**src/rtl/dds_sweep_ctrl.sv**
```systemverilog
// Frequency sweep controller for a DDS phase accumulator: steps phinc between two
// endpoints with a programmable dwell, either once or as a continuous triangle.
module dds_sweep_ctrl #(
   parameter int DWELL_W = 16
) (
   input  logic               clk,
   input  logic               clr,
   input  logic               start,
   input  logic               abort,
   input  logic               mode,
   input  logic [7:0]         f_start,
   input  logic [7:0]         f_stop,
   input  logic [7:0]         f_step,
   input  logic [DWELL_W-1:0] dwell,
   output logic [7:0]         phinc,
   output logic               acc_clrn,
   output logic               busy,
   output logic               done
);

   typedef enum logic {IDLE, SWEEP} state_t;

   state_t             state, state_nx;
   logic [7:0]         phinc_nx;
   logic [7:0]         target, target_nx;
   logic               dir_up, dir_up_nx;
   logic [DWELL_W-1:0] dwell_cnt, dwell_cnt_nx;
   logic [7:0]         lat_start, lat_start_nx;
   logic [7:0]         lat_stop, lat_stop_nx;
   logic [7:0]         lat_step, lat_step_nx;
   logic [DWELL_W-1:0] lat_dwell, lat_dwell_nx;
   logic               lat_mode, lat_mode_nx;
   logic               done_nx, acc_clrn_nx;

   // One step toward tgt, done in 9 bits so a carry/borrow out clamps instead of wrapping.
   function automatic logic [7:0] step_toward(input logic [7:0] cur, input logic [7:0] tgt,
                                              input logic [7:0] stp, input logic up);
      logic [8:0] res;
      logic [7:0] out;
      if (up) begin
         res = {1'b0, cur} + {1'b0, stp};
         out = (res[8] || (res[7:0] >= tgt)) ? tgt : res[7:0];
      end else begin
         res = {1'b0, cur} - {1'b0, stp};
         out = (res[8] || (res[7:0] <= tgt)) ? tgt : res[7:0];
      end
      return out;
   endfunction

   always_ff @(posedge clk or posedge clr) begin
      if (clr) begin
         state     <= IDLE;
         phinc     <= '0;
         target    <= '0;
         dir_up    <= 1'b1;
         dwell_cnt <= '0;
         lat_start <= '0;
         lat_stop  <= '0;
         lat_step  <= 8'd1;
         lat_dwell <= '0;
         lat_mode  <= 1'b0;
         done      <= 1'b0;
         acc_clrn  <= 1'b1;
      end else begin
         state     <= state_nx;
         phinc     <= phinc_nx;
         target    <= target_nx;
         dir_up    <= dir_up_nx;
         dwell_cnt <= dwell_cnt_nx;
         lat_start <= lat_start_nx;
         lat_stop  <= lat_stop_nx;
         lat_step  <= lat_step_nx;
         lat_dwell <= lat_dwell_nx;
         lat_mode  <= lat_mode_nx;
         done      <= done_nx;
         acc_clrn  <= acc_clrn_nx;
      end
   end

   always_comb begin
      state_nx     = state;
      phinc_nx     = phinc;
      target_nx    = target;
      dir_up_nx    = dir_up;
      dwell_cnt_nx = dwell_cnt;
      lat_start_nx = lat_start;
      lat_stop_nx  = lat_stop;
      lat_step_nx  = lat_step;
      lat_dwell_nx = lat_dwell;
      lat_mode_nx  = lat_mode;
      done_nx      = 1'b0;
      acc_clrn_nx  = 1'b1;
      case (state)
         IDLE: begin
            if (start && !abort) begin
               lat_start_nx = f_start;
               lat_stop_nx  = f_stop;
               lat_step_nx  = (f_step == 8'd0) ? 8'd1 : f_step;
               lat_dwell_nx = dwell;
               lat_mode_nx  = mode;
               phinc_nx     = f_start;
               dwell_cnt_nx = dwell;
               dir_up_nx    = (f_stop >= f_start);
               target_nx    = f_stop;
               acc_clrn_nx  = 1'b0;
               state_nx     = SWEEP;
            end
         end
         SWEEP: begin
            if (abort) begin
               state_nx = IDLE;
            end else if (dwell_cnt != '0) begin
               dwell_cnt_nx = dwell_cnt - DWELL_W'(1);
            end else begin
               dwell_cnt_nx = lat_dwell;
               if (phinc != target) begin
                  phinc_nx = step_toward(phinc, target, lat_step, dir_up);
               end else if (!lat_mode) begin
                  state_nx = IDLE;
                  done_nx  = 1'b1;
               end else begin
                  // Reverse and step in the same expiry so the endpoint is held only one dwell.
                  dir_up_nx = !dir_up;
                  target_nx = (target == lat_stop) ? lat_start : lat_stop;
                  phinc_nx  = step_toward(phinc, target_nx, lat_step, !dir_up);
               end
            end
         end
         default: state_nx = IDLE;
      endcase
   end

   assign busy = (state == SWEEP);

endmodule
```
**config.mk**
```make
export PLATFORM = sky130hd
export DESIGN_NAME = dds_sweep_ctrl
export DESIGN_NICKNAME = d
export VERILOG_FILES = /design/src/rtl/dds_sweep_ctrl.sv
export SDC_FILE = /design/constraint.sdc
export NUM_CORES = 1
export LEC_CHECK = 0
export CORE_MARGIN = 5
export CORE_UTILIZATION = 50
export CTS_BUF_LIST = sky130_fd_sc_hd__clkbuf_4 sky130_fd_sc_hd__clkbuf_8
export DETAILED_ROUTE_END_ITERATION = 7
export PLACE_DENSITY = 0.71
export SYNTH_ARGS = -nofsm -noshare
export SYNTH_HDL_FRONTEND = slang
export SYNTH_SLANG_ARGS = --single-unit
export TNS_END_PERCENT = 1
```
**constraint.sdc**
```tcl
create_clock -name clk -period 4.05 [get_ports clk]
set_input_delay 0.81 -clock clk [delete_from_list [all_inputs] [get_ports clk]]
set_output_delay 0.81 -clock clk [all_outputs]
set_load 0.01 [all_outputs]
```
==> results of run 1 <==
==> final timing paths <==
kind | from | end | slack [ns]
setup / recovery | lat_step[0] | phinc[2] | 0.19
hold / removal | lat_dwell[10] | lat_dwell[10] | 0.48
setup reg to reg | lat_step[0] | phinc[2] | 0.19
hold reg to reg | lat_dwell[10] | lat_dwell[10] | 0.48
max in group asynchronous | clr | lat_step[0] | 2.85
min in group asynchronous | clr | dwell_cnt[7] | 0.83
==> kinds of logic after synthesis <==
kind of cell	share of synthesized area, %
adder cells (fa/ha/maj)	12.7
buffers and inverters	5.81
AO/OA/AOI/OAI	23.1
AND/OR/NAND/NOR	17.3
flip-flops	32.1
XOR/XNOR	4.37
multiplexers	4.62
==> layer usage <==
metal  up-vias  track usage, %  share of wire (%)
li1       2715               -                  -
met1      2714            36.0                 45
met2       244            39.5                 44
met3        34            4.38                8.0
met4         0            8.30                2.5
met5         -               0                  0
==> power by group <==
part           total (uW)  leakage, uW  switching (uW)  internal (uW)
sequential           1090     0.000933             175            915
clock                 618     0.000102             304            314
combinational        2270      0.00207            1270            993
==> flip-flops by register name, summed over array words and instances (netlist names) <==
name       cells
target         8
lat_start      8
done           1
lat_mode       1
lat_dwell     16
busy           1
dwell_cnt     16
dir_up         1
lat_step       8
acc_clrn       1
phinc          8
lat_stop       8
==> placed cells by master (no fill, tap or decap), types with 4 or more instances in the layout <==
cell             Yosys  layout
mux2_2               6       6
a21o_1               8       8
o21ai_0             71      71
a2bb2oi_1            4       4
nor2_1              36      35
nand2_1            110     110
xnor2_1             26      24
ha_1                58      58
o211ai_1            13      13
a21oi_1             59      59
mux2i_1             21      21
clkdlybuf4s50_1      0      55
inv_1               52      51
nand4_1             13      13
nor4_1               6       6
a22oi_1              8       8
xor2_1               4       4
clkbuf_4             0       4
o22ai_1              7       7
nor2b_1              7       7
or3_1                5       5
o22a_1               9       9
o21bai_1             5       5
clkbuf_8             0       9
nand2b_1             8       8
dfrtp_1             74      74
nand3_1              6       6
a31oi_1              5       5
buf_4                0      29
nor3_1              12      12
a311o_1              5       5
==> timing repair <==
item / CTS / global route
setup buffers: 0 / 2
gates resized for setup: 0 / 3
endpoints found under the setup margin: 0 / 8
==> final cells by class <==
class,count,area [um^2]
Inverter,55,208
Sequential cell,77,1930
Tap cell,147,184
Clock buffer,13,154
Clock inverter,3,46.3
Fill cell,1079,4840
Timing Repair Buffer,85,788
Multi-Input combinational cell,561,3760
==> Yosys cell counts (3+ instances only) <==
| cell | number |
|---|---|
| ha_1 | 58 |
| o21bai_1 | 5 |
| nor2b_1 | 7 |
| nand4_1 | 13 |
| mux2_2 | 6 |
| o21ai_1 | 3 |
| and3_1 | 3 |
| buf_2 | 3 |
| o22ai_1 | 7 |
| a21o_1 | 8 |
| clkbuf_1 | 24 |
| nand2_1 | 110 |
| o31ai_1 | 3 |
| nor4_1 | 6 |
| a2bb2oi_1 | 4 |
| dfstp_2 | 3 |
| xnor2_1 | 26 |
| or3_1 | 5 |
| a31oi_1 | 5 |
| nand2b_1 | 8 |
| xor2_1 | 4 |
| a221oi_1 | 4 |
| dfrtp_1 | 74 |
| nor2_1 | 36 |
| nor3_1 | 12 |
| a311o_1 | 5 |
| mux2i_1 | 21 |
| o211ai_1 | 13 |
| buf_6 | 3 |
| nand3_1 | 6 |
| o21ai_0 | 71 |
| a21oi_1 | 59 |
| inv_1 | 52 |
| nor3b_1 | 3 |
| a22oi_1 | 8 |
| o22a_1 | 9 |
==> through the flow <==
step | utilization (%) | hold WS (ns) | std cells | setup WS (ns) | setup TNS, ns
3_3_place_gp | 57.4 | 0.455 | 923 | 0.275 | 0
5_1_grt | 59.3 | 0.509 | 941 | -0.0202 | -0.0202
6_report | 59.3 | 0.482 | 941 | 0.185 | 0
2_1_floorplan | - | 0.440 | 724 | 0.346 | 0
4_1_cts | 59.0 | 0.484 | 939 | 0.118 | 0
3_5_place_dp | 57.4 | 0.465 | 923 | 0.140 | 0
==> worst max-delay path, delay by kind of cell (launching register included) <==
kind / cells / cell delay (ns)
AOI/OAI and AO/OA: 6 / 1.01
xor gates and xnor gates: 1 / 0.23
adders and majority gates: 3 / 0.85
buffers and inverters: 3 / 0.32
DFF: 1 / 0.55
muxes: 1 / 0.27
and+or+nand+nor: 3 / 0.53
==> flow_summary.toml, run 1 <==
[logic_synthesis]
syn-instance-count = 724
synth_area_mm2 = 0.00601
syn-num-nets = 829
yosysTopAreaCell = "dfrtp_1"
yosys_warnings = 0
async_flop_share_pct = 100
yosys.cell_types.count = 62
synth_edf_count = 0
seq_area_frac_synth_pct = 32.1
netlist.area_leader.share_pct = 30.8
synth.avg_cell_area_um2 = 8.31
ys_ff_latch = 77
dominantRegCellSynth = "dfrtp_1"
yosys-top-cells-area = "dfrtp_1, ha_1, nand2_1"

[drt]
vias = 5707
drtIter0Drc = 676
via_per_inst = 6.06
route.detailed.drc = 0
ant_nets = 0
wl_per_cell_um = 19.0
wl_mm = 17.9
drt-pass1-iter-count = 5

[grt]
grt_pass1_wl_mm = 29.0
grt_pass1_vias = 5566
grt_max_degree = 78
antenna_found_initial = 0
grt-ovfl-total = 0
gr-usage-all-layers_pct = 25.4

[placed_design]
hpwl_mm = 13.3
placed_area_mm2 = 0.00683
finalWeightedCongestion = 0.946
port_buffers = 55

[worst_setup_path]
crit_path_max_fanout = 8
path_cells = "ha_1, inv_1, fa_1, a21o_1, a41oi_1, o21ai_1, xnor2_2, inv_1, ha_1, nand4_1, or2_2, o21ai_0, nor2_1, buf_4, mux2_2, a2bb2oi_1, o211ai_1"
endpoint_kind = "flip-flop"
worstPathRequired_ns = 4.35
slowest_delay_ns = 0.55
arrival_ns = 4.16
start_kind = "flip-flop"
cp_slowest_cell = "dfstp_2"
path_class = "flip-flop to flip-flop"
r2r.worst_path.cells = 17

[clock_tree]
cts_buffers = 9
cts_root_buf = "clkbuf_8"
tritoncts = "built"
cts.path.max_buffers = 2
ctsHoldBuffers = 0
h-tree-depth = 3
cts.sinks = 77
path_clk_slew_ns = 0.08
insertion_delay_ns = 0.37

[sta]
skew_ns = 0.00954
min_period_ns = 3.86
slew_viol_final = 0
setup_viol_count_final = 0
max_freq_ghz = 0.259
period_share_pct = 95.4
worstMarginPinSlew_ns = 1.04
timing.slew.headroom_pct = 30.0
hold_viol_final = 0

[layout]
stdcell_area_mm2 = 0.00707
final_net_count = 894
num_antenna_cells = 0
area_growth_pct = 17.5
layout-drive-gt1-share_pct = 9.19

[floorplanning]
initial_core_util_pct = 50.5
core_area_mm2 = 0.0119
die_area_mm2 = 0.0143
rows = 40
die_w_um = 120
ios = 56
die_y_um = 120

[power]
totalPowerFinal_uw = 3970
leakagePower_uw = 0.00310
power_density_mw_per_mm2 = 562
peakVddDrop_mv = 0.258

[run]
max-cap-violations = 0

[worst_hold_path]
hold_path.class = "flip-flop to flip-flop"
hold_depth = 2

[outcome]
status = "finished clean"
No activity file was read; power rests on OpenSTA's default activity.
==> inputs of run 2 (changes only) <==
HOLD_SLACK_MARGIN = 0.06   (was unset)
==> results of run 2 <==
No change in the layout: final DEF, timing and power equal those of run 1.
==> inputs of run 3 (changes only) <==
ABC_CLOCK_PERIOD_IN_PS = 4050   (was unset)
CORE_MARGIN = unset   (was 5)
==> run 3 against run 2 <==
Effect of this change:
- the flow now finishes with violations (design-rule violations)
- die area fell by 13%
- critical path depth unchanged
- fmax is 0.27% lower
- via count is 0.39% higher
- cell count increased by 0.11%
- largest power group unchanged
==> flow_summary.toml, run 3 (synthesis results as in run 1) <==
[sta]
fin_ws_ns = 0.175
hold_viol_final = 0
skew_ns = 0.0104
min_period_ns = 3.88
worstMarginPinSlew_ns = 1.04
timing.slew.headroom_pct = 30.8
setup_viol_count_final = 0
max_freq_ghz = 0.258
period_share_pct = 95.7
slew_viol_final = 0

[worst_setup_path]
path_class = "flip-flop to flip-flop"
slowest_delay_ns = 0.56
cp_slowest_cell = "dfstp_2"
rr_endpoint = "phinc[1]"
rr_startpoint = "lat_step[0]"
arrival_ns = 4.14
worst_setup_path_endpoint = "phinc[1]"
path_cells = "ha_1, inv_1, fa_1, a21o_1, a41oi_1, o21ai_2, xnor2_2, inv_1, ha_1, nand4_1, or2_2, o21ai_0, nor2_2, buf_4, a211o_1, a21oi_1, o21ai_0"
r2r.worst_path.cells = 17
crit_cells = 17
reg2reg_slack_ns = 0.17
start_kind = "flip-flop"
endpoint_kind = "flip-flop"
worstPathRequired_ns = 4.31
crit_path_max_fanout = 8
critical_path_buf_inv_count = 3
startpoint = "lat_step[0]"
crit_family = "compound AO/OA/AOI/OAI gates"

[grt]
grt_pass1_wl_mm = 29.0
grt-ovfl-total = 0
antenna_found_initial = 0
grt_max_degree = 58
gr-usage-all-layers_pct = 30.0
grt_pass1_vias = 5587

[clock_tree]
h-tree-depth = 3
tritoncts = "built"
ctsHoldBuffers = 0
cts_root_buf = "clkbuf_8"
cts_buffers = 9
cts.path.max_buffers = 2
path_clk_slew_ns = 0.09
insertion_delay_ns = 0.37
cts.sinks = 77

[floorplanning]
core_area_mm2 = 0.0116
initial_core_util_pct = 52.0
rows = 39
die_y_um = 112
ios = 56
die_area_mm2 = 0.0125
die_w_um = 112

[layout]
area_growth_pct = 18.6
layout-drive-gt1-share_pct = 10.3
multiInputGateArea_mm2 = 0.00376
fillers = 1033
final_net_count = 899
layout_commonest_cell = "nand2_1"
finish.utilization_pct = 61.7
top_regs = "dwell_cnt: 16 flops, lat_dwell: 16 flops"
stdcell_area_mm2 = 0.00713
seq_area_mm2 = 0.00193
final_cell_mix = "nand2_1, dfrtp_1, o21ai_0, a21oi_1, ha_1"
num_antenna_cells = 0

[drt]
vias = 5729
via_per_inst = 6.08
wl_per_cell_um = 19.1
route.detailed.drc = 3
wl_mm = 18.0
ant_nets = 0
drt-pass1-iter-count = 7
drtIter0Drc = 544

[placed_design]
placed_area_mm2 = 0.00686
pre_cts_ws_ns = 0.0840
hpwl_mm = 13.5
port_buffers = 55
finalWeightedCongestion = 0.964

[power]
leakagePower_uw = 0.00314
power_density_mw_per_mm2 = 575
peakVddDrop_mv = 0.283
totalPowerFinal_uw = 4100

[outcome]
status = "finished, violations left"
violations = "design-rule violations"

[worst_hold_path]
hold_path.class = "flip-flop to flip-flop"
hold_depth = 2

[run]
max-cap-violations = 0
run 3: per-layer routing:
layer	vias up	part of all wire (%)	global-route usage [%]
met3	38	7.0	5.55
met2	231	43	45.8
li1	2730	-	-
met4	0	2.6	10.5
met1	2730	47	42.5
met5	-	0	0
run 3: timing repair:
item | 4_1_cts | 5_1_grt
gates resized for setup | 0 | 8
setup buffers | 0 | 3
setup endpoints to repair | 0 | 8
endpoints found under the hold margin | 0 | 0
run 3: how the worst min path moves through the flow:
stage / slack [ns] / start / end
2_1_floorplan: 0.44 / lat_dwell[10] / lat_dwell[10]
5_1_grt: 0.51 / lat_dwell[4] / lat_dwell[4]
3_5_place_dp: 0.47 / lat_dwell[3] / lat_dwell[3]
3_3_place_gp: 0.46 / lat_dwell[7] / lat_dwell[7]
4_1_cts: 0.49 / lat_dwell[3] / lat_dwell[3]
6_report: 0.49 / lat_dwell[3] / lat_dwell[3]
run 3: area by class of cell:
| cell class | instances | share of cell area (%) |
|---|---|---|
| Multi-Input combinational cell | 561 | 52.8 |
| Sequential cell | 77 | 27.1 |
| Timing Repair Buffer | 90 | 11.6 |
| Inverter | 55 | 2.91 |
| Tap cell | 143 | 2.51 |
| Clock buffer | 11 | 1.95 |
| Clock inverter | 5 | 1.16 |
run 3: per-stage QoR:
stage,instances,hold WS [ns],setup TNS [ns]
6_report,942,0.486,0
5_1_grt,942,0.512,-0.0116
4_1_cts,939,0.489,0
3_5_place_dp,923,0.467,0
3_3_place_gp,923,0.459,0
2_1_floorplan,724,0.440,0
run 3: where the power goes:
| part | switching (uW) | internal (uW) |
|---|---|---|
| sequential | 181 | 915 |
| combinational | 1290 | 1030 |
| clock | 324 | 364 |
| total | 1790 | 2310 |
run 3: tightest hold or removal path, stage by stage (launching register included):
cell     delay [ns]
dfrtp_1        0.35
nand2_1        0.05
nand2_1        0.06
==> RTL edit 1, RTL diff (settings of run 2) <==
`DWELL_W`: 16 -> 18.
--- a/src/rtl/dds_sweep_ctrl.sv
+++ b/src/rtl/dds_sweep_ctrl.sv
@@ -1,7 +1,7 @@
 // Frequency sweep controller for a DDS phase accumulator: steps phinc between two
 // endpoints with a programmable dwell, either once or as a continuous triangle.
 module dds_sweep_ctrl #(
-   parameter int DWELL_W = 16
+   parameter int DWELL_W = 18
 ) (
    input  logic               clk,
    input  logic               clr,
Interface: changed (resized dwell); port bits go from 56 to 58. The function was not compared with the original's and may differ.
==> RTL edit 1 against run 2 <==
- worst setup slack got worse by 0.093 ns
- sequential share of layout area increased by 0.14 points
- design area increased by 4.7%
- critical path type unchanged
- clock power increased by 7.4%
- total power increased by 14%
- highest routed layer unchanged
- clock skew increased by 0.0092 ns
- hold slack about the same
- sequential cell count increased by 4
- routed wire length increased by 9.2%
- sequential power increased by 6%
- synthesized area increased by 3.8%
- largest power group unchanged
- utilization increased by 1.7 points
==> RTL edit 1: results <==
metrics = {
    "synthesis": {
        "synth_compound_gate_area_share_pct": 21.2,
        "yosysSeqAreaShare_pct": 32.5,
        "post_synth_fa_ha_maj_area_fraction_pct": 12.1,
        "synthTopCellsByArea": "dfrtp_1 (31%), ha_1 (11%), nand2_1 (8.5%)",
        "synth_commonest_cells": "nand2_1 (142), dfrtp_1 (78), a21oi_1 (76)",
        "post_synth.cell_area_avg_sq_um": 8.22,
        "ys_types": 71,
    },
    "cells_and_area": {
        "nNetsFinal": 940,
        "layout-drive-gt1-share_pct": 11.0,
        "layoutNonFillerInstCount": 1007,
    },
    "routing": {
        "wl_met1_mm": 8.66,
        "first_drt_pass_iteration_count": 7,
        "met2_wl_mm": 9.15,
        "dr_wl_met3_microns": 998,
        "dr_total_vias": 5846,
    },
    "worst_setup_path": {
        "arrival_time_reported_for_the_critical_path_endpoint_ns": 4.24,
        "crit_path_top_delay_cell": "ha_1",
        "largest_stage_delay_on_the_critical_path_ns": 0.47,
        "critical-path-top-delay-family": "simple AND/OR/NAND/NOR gates",
        "critPathMaxFanout": 10,
        "timing.critical_path.to": "phinc[6]",
    },
    "place": {
        "numPlacedInstances": 991,
        "io_buffers": 57,
    },
    "pwr": {
        "worst_ir_drop_vdd_mv": 0.340,
    },
    "run_status": {
        "outcome": "finished clean",
    },
    "clock_tree": {
        "clock_latency_ns": 0.39,
    },
    "grt": {
        "groute.usage.overall_pct": 27.1,
        "first_pass_grt_wire_length_mm": 31.2,
        "maximum_number_of_pins_on_one_net_before_global_route_repair": 39,
    },
    "sta": {
        "worst_pin_slew_ns": 0.761,
        "skew_ns": 0.0187,
    },
    "hold_path": {
        "worst_hold_startpoint": "lat_dwell[5]",
    },
}
==> RTL edit 1: cell count changes in the layout (fill, tap and decap cells not counted), sizes merged, moves of 8 or more <==
| cell | run 2 | this run |
|---|---|---|
| xor2 | 4 | 12 |
| nor2 | 38 | 58 |
| nand2 | 111 | 142 |
| a21oi | 59 | 76 |
| o21ai | 74 | 56 |
| xnor2 | 26 | 16 |
==> RTL edit 1: metal layers <==
layer,up-vias,global-route usage (%)
met1,2797,35.8
met4,0,11.7
li1,2821,-
met5,-,0
met2,184,44.3
met3,44,4.18
==> RTL edit 1: cell type report <==
class | instances | area, sq um
Clock buffer | 9 | 124
Clock inverter | 7 | 88.8
Fill cell | 1098 | 4710
Inverter | 48 | 181
Multi-Input combinational cell | 603 | 3940
Sequential cell | 81 | 2030
Tap cell | 168 | 210
Timing Repair Buffer | 91 | 826
==> RTL edit 1: power by group <==
group          switching, mW  internal [mW]  total, mW
clock                  0.367          0.297      0.664
sequential             0.185          0.977       1.16
combinational           1.53           1.18       2.71
total                   2.08           2.45       4.53
